<file path="src/rtl/mem_port_arbiter.sv">
// Arbiter that shares one single-ported memory between the IF and DM pipeline stages.
// Optional macro MEM_ARB_STARVE_GUARD_EN bounds how many DM grants may pass a waiting IF.
module mem_port_arbiter #(
    parameter int ADDR_W     = 32,
    parameter int DATA_W     = 32,
    parameter int MEM_LAT    = 2,
    parameter int STARVE_MAX = 4
) (
    input  logic              clk,
    input  logic              rst,
    input  logic              if_req,
    input  logic [ADDR_W-1:0] if_addr,
    output logic [DATA_W-1:0] if_rdata,
    output logic              if_ack,
    input  logic              dm_req,
    input  logic              dm_we,
    input  logic [ADDR_W-1:0] dm_addr,
    input  logic [DATA_W-1:0] dm_wdata,
    output logic [DATA_W-1:0] dm_rdata,
    output logic              dm_ack,
    output logic              mem_en,
    output logic              mem_we,
    output logic [ADDR_W-1:0] mem_addr,
    output logic [DATA_W-1:0] mem_wdata,
    input  logic [DATA_W-1:0] mem_rdata,
    output logic              busy,
    output logic              pipe_stall
);

    typedef enum logic [1:0] {IDLE, BUSY, RESP} state_t;

    localparam int CNT_W = (MEM_LAT > 1) ? $clog2(MEM_LAT) : 1;

    state_t           state, state_nx;
    logic [CNT_W-1:0] cnt;
    logic             owner_dm;
    logic             grant;
    logic             grant_dm;
    logic             starve;

    if (MEM_LAT < 1 || STARVE_MAX < 1) begin : g_param_check
        $error("mem_port_arbiter: MEM_LAT and STARVE_MAX must be >= 1");
    end

`ifdef MEM_ARB_STARVE_GUARD_EN
    localparam int SW = $clog2(STARVE_MAX + 1);

    logic [SW-1:0] starve_cnt;

    // Counts DM grants that overtook a waiting fetch; saturates at the limit.
    always_ff @(posedge clk or posedge rst) begin
        if (rst) begin
            starve_cnt <= '0;
        end else if (grant) begin
            if (!grant_dm) begin
                starve_cnt <= '0;
            end else if (if_req && starve_cnt != SW'(STARVE_MAX)) begin
                starve_cnt <= starve_cnt + SW'(1);
            end
        end
    end

    assign starve = if_req && (starve_cnt == SW'(STARVE_MAX));
`else
    assign starve = 1'b0;
`endif

    always_ff @(posedge clk or posedge rst) begin
        if (rst) begin
            state <= IDLE;
        end else begin
            state <= state_nx;
        end
    end

    always_comb begin
        state_nx = state;
        case (state)
            IDLE:    if (grant) state_nx = BUSY;
            BUSY:    if (cnt == '0) state_nx = RESP;
            RESP:    state_nx = IDLE;
            default: state_nx = IDLE;
        endcase
    end

    always_comb begin
        grant      = (state == IDLE) && (if_req || dm_req);
        grant_dm   = dm_req && !starve;
        pipe_stall = (if_req && !if_ack) || (dm_req && !dm_ack);
    end

    always_ff @(posedge clk or posedge rst) begin
        if (rst) begin
            owner_dm  <= 1'b0;
            cnt       <= '0;
            busy      <= 1'b0;
            mem_en    <= 1'b0;
            mem_we    <= 1'b0;
            mem_addr  <= '0;
            mem_wdata <= '0;
            if_ack    <= 1'b0;
            dm_ack    <= 1'b0;
            if_rdata  <= '0;
            dm_rdata  <= '0;
        end else begin
            if_ack <= 1'b0;
            dm_ack <= 1'b0;
            case (state)
                IDLE: begin
                    if (grant) begin
                        owner_dm <= grant_dm;
                        busy     <= 1'b1;
                        mem_en   <= 1'b1;
                        cnt      <= CNT_W'(MEM_LAT - 1);
                        if (grant_dm) begin
                            mem_we    <= dm_we;
                            mem_addr  <= dm_addr;
                            mem_wdata <= dm_wdata;
                        end else begin
                            mem_we   <= 1'b0;
                            mem_addr <= if_addr;
                        end
                    end
                end
                BUSY: begin
                    if (cnt != '0) begin
                        cnt <= cnt - CNT_W'(1);
                    end else begin
                        mem_en <= 1'b0;
                        mem_we <= 1'b0;
                        if (owner_dm) begin
                            dm_ack <= 1'b1;
                            // Stores leave the previous load data in place.
                            if (!mem_we) dm_rdata <= mem_rdata;
                        end else begin
                            if_ack   <= 1'b1;
                            if_rdata <= mem_rdata;
                        end
                    end
                end
                RESP: begin
                    busy <= 1'b0;
                end
                default: ;
            endcase
        end
    end

endmodule
</file>
<file path="config.mk">
export PLATFORM = sky130hd
export DESIGN_NAME = mem_port_arbiter
export DESIGN_NICKNAME = d
export VERILOG_FILES = /design/src/rtl/mem_port_arbiter.sv
export SDC_FILE = /design/constraint.sdc
export NUM_CORES = 1
export LEC_CHECK = 0
export ABC_AREA = 1
export BUFFER_PORTS_ARGS = -buffer_cell sky130_fd_sc_hd__buf_2
export CAP_MARGIN = 15
export CORE_MARGIN = 2
export CORE_UTILIZATION = 45
export DETAILED_ROUTE_END_ITERATION = 8
export PLACE_DENSITY = 0.78
export SLEW_MARGIN = 20
export SYNTH_ARGS = -nofsm -noshare
export SYNTH_HDL_FRONTEND = slang
export SYNTH_SLANG_ARGS = --single-unit
export TNS_END_PERCENT = 50
</file>
<file path="constraint.sdc">
create_clock -name clk -period 5.3 [get_ports clk]
set_input_delay 0.795 -clock clk [delete_from_list [all_inputs] [get_ports clk]]
set_output_delay 0.795 -clock clk [all_outputs]
set_load 0.005 [all_outputs]
</file>
==> impl_metrics.json, run 1 <==
{
  "hold_viol": 0,
  "initial_core_util_pct": 45.86,
  "gp_congestion": 0.8058,
  "synth-warning-count": 0,
  "synthToLayoutAreaGrowth_pct": 34.70,
  "seq_area_frac_synth_pct": 59.72,
  "placed_cells": 1095,
  "netlist_instances": 693,
  "cts_resized": 0,
  "root_buffer": "clkbuf_16",
  "num_vias": 5440,
  "drtIter0Drc": 416,
  "fp.coreArea_sq_um": 12520,
  "path_max_fanout": 34,
  "placed_cell_area_sq_um": 7122,
  "cp.required_ns": 4.51,
  "status": "complete, no violations",
  "grt_overflow_total": 0,
  "cts_tree": "done",
  "yosys.area.top_type": "dfrtp_1",
  "ant_nets": 0,
  "fmax_ghz": 0.3597,
  "grt_max_degree": 98,
  "antenna_found_initial": 1,
  "io_pins": 267,
  "hold_class": "register to register",
  "ys_ff_latch": 137,
  "drv_cap": 0,
  "fin_area_sq_um": 7732,
  "row_count": 41,
  "holdWs_ns": 0.4650,
  "synth_nets": 826,
  "dp_hpwl_mm": 10.87,
  "end_kind": "output pin",
  "worst-setup-path-type": "input pin to output pin",
  "fin_nets": 1075,
  "yosys-top-cells-area": "dfrtp_1 60%, nand2_1 28%, nand4_1 3.5%, nand3_1 3.1%, buf_2 2.2%",
  "vdd_drop_max_uv": 223.4,
  "holdBufCountCts": 0,
  "syn_avg_cell_area_sq_um": 8.284,
  "drc": 0,
  "slew_viol_final": 0,
  "io_buffers": 266,
  "slew_headroom_pct": 43.94,
  "clockBufferDepth": 2,
  "postCtsSetupBuffers": 0,
  "tightest_slew_ns": 0.8408,
  "dpl_worst_slack_ns": 2.355,
  "p_leak_uw": 0.004579,
  "layout.cells.non_filler": 1127,
  "wire_per_inst_um": 14.05,
  "vias_per_cell": 4.827,
  "yosysUniqueCellTypes": 19,
  "grt_use_met2_pct": 37.96,
  "wl_mm": 15.83,
  "synth_top_area_share_pct": 59.72,
  "critPathLaunchType": "input pin",
  "drive_above_1_share_pct": 32.98,
  "clk_pin_slew_ns": 0.06,
  "clk-insertion-delay-late_ns": 0.41,
  "crit_arrival_ns": 1.99,
  "fin_tns_setup_ns": 0,
  "rsz0062_at_grt": "false",
  "cts_max_level": 4,
  "dieArea_sq_um": 13680,
  "layout_setup_ws_ns": 2.520,
  "cts_sinks": 137,
  "busiest_layer": "met2",
  "clock-skew-final_ns": 0.009067,
  "n_antenna_cell": 0,
  "setup_viol": 0,
  "grt_pass1_wl_mm": 24.66,
  "grt_pass1_vias": 5015,
  "final.min_clock_period_ns": 2.780,
  "dr.pass1.iters": 4,
  "die_y_um": 116.9,
  "grtUsageMet1_pct": 29.78,
  "syn_area_sq_um": 5741,
  "die_x_um": 116.9,
  "grt.total_usage_pct": 23.18,
  "gr-usage-met3_pct": 6.437,
  "power_density_nw_per_um2": 621.0,
  "cts_buffers": 17,
  "fin_crit_sh_pct": 52.46
}
logic make-up after synthesis:
family / count (synthesis) / share of synthesized area (%)
AO/OA/AOI/OAI: 4 / 0.3705
AND/OR/NAND/NOR: 502 / 35.68
flip-flops: 137 / 59.72
buffers and inverters: 50 / 4.228
cell usage in the layout (no fill, tap or decap):
cell type | netlist | routed
clkinv_4 | 0 | 2
nand2_1 | 425 | 424
nor2_2 | 2 | 2
nand2_2 | 2 | 3
nand3_2 | 1 | 1
bufinv_16 | 0 | 3
clkbuf_8 | 0 | 1
clkinvlp_4 | 0 | 2
o22ai_1 | 1 | 1
dfrtp_1 | 137 | 137
nor2_4 | 1 | 1
inv_6 | 0 | 4
buf_4 | 0 | 5
nand3_1 | 35 | 35
nor2_1 | 3 | 3
o21ai_0 | 3 | 3
inv_2 | 2 | 2
buf_2 | 25 | 266
nor2_8 | 1 | 1
inv_1 | 6 | 5
clkinv_2 | 1 | 5
clkbuf_16 | 0 | 17
nand4_1 | 32 | 32
report_power, final:
part	internal (uW)	total [uW]	switching (uW)	leakage, uW
Combinational	679	1750	1070	0.00260
Sequential	1560	1840	280	0.00168
Clock	754	1210	454	0.000297
sequential cells by signal, indices dropped and copies added (netlist names):
| register | flops |
|---|---|
| cnt | 1 |
| dm_ack | 1 |
| busy | 1 |
| mem_en | 1 |
| if_rdata | 32 |
| if_ack | 1 |
| mem_addr | 32 |
| mem_wdata | 32 |
| state | 2 |
| mem_we | 1 |
| dm_rdata | 32 |
| owner_dm | 1 |
synthesized netlist by cell type:
cell / count
nand2_2: 2
clkbuf_1: 12
o22ai_1: 1
buf_2: 25
nor2_4: 1
clkinv_2: 1
inv_1: 6
nand4_1: 32
o21ai_0: 3
dfrtp_1: 137
buf_1: 1
nand2_1: 425
nor2_8: 1
nor2_2: 2
buf_6: 3
inv_2: 2
nor2_1: 3
nand3_2: 1
nand3_1: 35
critical path, stage by stage:
cell	delay [ns]
buf_2	0.44
inv_2	0.39
o22ai_1	0.22
buf_2	0.14
final timing paths:
kind | startpoint | end | slack, ns | depth (start not counted)
min in group asynchronous | rst | mem_wdata[7] | 0.56 | 2
hold reg to reg | dm_rdata[1] | dm_rdata[1] | 0.47 | 2
max in group asynchronous | rst | busy | 3.64 | 3
setup reg to reg | state[1] | if_rdata[10] | 2.97 | 5
hold / removal | dm_rdata[1] | dm_rdata[1] | 0.47 | 2
setup / recovery | dm_req | pipe_stall | 2.52 | 4
final cells by class:
type                    count  area, sq um
well taps                 172        215.2
clock buffers              18        439.2
multi-input cells         506         2072
flip-flops and latches    137         3428
clock inverters            14        168.9
repair buffers            271         1369
fillers                  1142         4785
inverters                   9        40.04
stage by stage:
step / total power (uW) / utilization (%)
global placement: 3562 / 56.90
global route: 5189 / 61.78
detailed placement: 3615 / 56.90
floorplan: 2822 / -
CTS: 4841 / 61.76
finish: 4802 / 61.78
metal layers:
layer	part of all wire, %	routed length [um]	vias up
met1	42	6682	2502
li1	-	-	2667
met4	1.9	295	2
met3	7.8	1241	23
met5	0.069	11	-
met2	48	7603	246
(Power assumes the default switching activity.)
==> run 2: changes to the inputs <==
==> constraint.sdc (replaced) <==
create_clock -name clk -period 2.8 [get_ports clk]
set_input_delay 0.42 -clock clk [delete_from_list [all_inputs] [get_ports clk]]
set_output_delay 0.42 -clock clk [all_outputs]
set_load 0.005 [all_outputs]
==> run 2 against run 1 <==
Effect of this change:
- flip-flop and latch count stayed put
- sequential share of layout area barely moved
- sequential power up 90%
- final area is essentially flat
- clock power rose by 74%
- via count increased by 0.37%
- global-route usage up 0.37 points
- setup slack got worse by 1.8 ns
- critical endpoint is now dm_rdata[27]
==> impl_metrics.json, run 2 (synthesized netlist as in run 1, its figures left out) <==
{
  "status": "complete, no violations",
  "slew_viol_final": 0,
  "final_common_cell": "nand2_1",
  "drc": 0,
  "clk_pin_slew_ns": 0.05,
  "final_cell_mix": "425 x nand2_1, 266 x buf_2, 137 x dfrtp_1",
  "r2r_start": "state[0]",
  "clockBufferDepth": 2,
  "max_stage_delay_ns": 0.67,
  "holdWs_ns": 0.1023,
  "multi_input_area_sq_um": 2069,
  "r2r_end": "dm_rdata[27]",
  "initial_core_util_pct": 45.86,
  "drtIter0Drc": 522,
  "dieArea_sq_um": 13680,
  "drv_cap": 0,
  "dr.pass1.iters": 6,
  "power_density_nw_per_um2": 1156,
  "critPathLaunchType": "register",
  "clock-skew-final_ns": 0.007912,
  "grt_max_degree": 66,
  "gp_congestion": 0.7876,
  "cp.required_ns": 3.08,
  "wl_mm": 16.13,
  "placed_cells": 1099,
  "drive_above_1_share_pct": 33.09,
  "cts_resized": 0,
  "cts_buffers": 17,
  "seqCellArea_sq_um": 3428,
  "dp_hpwl_mm": 11.23,
  "cts_tree": "done",
  "fin_nets": 1079,
  "layout.cells.non_filler": 1130,
  "root_buffer": "clkbuf_16",
  "p_total_uw": 8949,
  "cts_max_level": 4,
  "final_util_pct": 61.84,
  "fin_crit_sh_pct": 74.26,
  "antenna_found_initial": 0,
  "fp.coreArea_sq_um": 12520,
  "postCtsSetupBuffers": 0,
  "io_pins": 267,
  "cts_sinks": 137,
  "grt_overflow_total": 0,
  "die_x_um": 116.9,
  "r2r_slack_ns": 0.72,
  "grt_pass1_vias": 4983,
  "io_buffers": 266,
  "worst-setup-path-type": "register to register",
  "vdd_drop_max_uv": 389.4,
  "row_count": 41,
  "clk-insertion-delay-late_ns": 0.40,
  "hold_viol": 0,
  "fillCellCount": 1146,
  "grt_pass1_wl_mm": 24.81,
  "hold_class": "input pin to async pin",
  "path_max_fanout": 36,
  "crit_arrival_ns": 2.36,
  "num_vias": 5460,
  "holdBufCountCts": 0,
  "slew_headroom_pct": 53.35,
  "die_y_um": 116.9,
  "crit_chain": "inv_2 > nor2_8 > nand3_2 > nand2_1 > nand2_1",
  "vias_per_cell": 4.832,
  "p_leak_uw": 0.004575,
  "ff2ff_path_depth": 5,
  "rsz0062_at_grt": "false",
  "setup_viol": 0,
  "final.min_clock_period_ns": 2.079,
  "n_antenna_cell": 0,
  "synthToLayoutAreaGrowth_pct": 34.83,
  "grt.total_usage_pct": 23.55,
  "crit_slowest_cell": "nand3_2",
  "ant_nets": 0,
  "fin_tns_setup_ns": 0,
  "wire_per_inst_um": 14.27,
  "fmax_ghz": 0.4809,
  "end_kind": "register",
  "tightest_slew_ns": 0.6989,
  "cp_common_cell": "nand2_1"
}
==> run 2: stage by stage <==
stage / area [sq um] / setup WS (ns)
global placement: 7176 / 0.7537
CTS: 7740 / 0.7083
floorplan: 5744 / 0.6729
detailed placement: 7176 / 0.6989
finish: 7740 / 0.7206
global route: 7740 / 0.5108
==> run 2: power by group <==
part	switching [uW]	total [uW]	internal [uW]	leakage [uW]
clock	822	2110	1280	0.000270
sequential	546	3500	2950	0.00168
combinational	2030	3340	1310	0.00262
==> run 2: how the worst max path moves through the flow <==
stage / start / end / cells after the start
after global routing: state[0] / dm_rdata[25] / 5
after detailed placement: dm_req / cnt / 5
after floorplan: rst / busy / 1
after CTS: state[0] / dm_rdata[27] / 5
final: state[0] / dm_rdata[27] / 5
after global placement: state[0] / dm_rdata[15] / 5
==> run 2: critical path: cells and delay by family, from the launching register on <==
kind	cells	cell delay, ns
buffers and inverters	1	0.10
flip-flops	1	0.44
AND/OR/NAND/NOR	4	1.40
==> run 2: layout make-up <==
class                   instances  share of cell area [%]
repair buffers                275                   18.40
inverters                       9                  0.5011
clock inverters                11                   1.261
flip-flops and latches        137                   44.29
multi-input cells             506                   26.74
well taps                     172                   2.780
clock buffers                  20                   6.030
==> run 2: per-layer routing <==
metal	up-vias	share of wire (%)	global-route usage, %
met4	0	1.9	8.941
met3	26	8.5	6.128
met2	275	49	38.42
met1	2485	41	30.38
met5	-	0	0
li1	2674	-	-
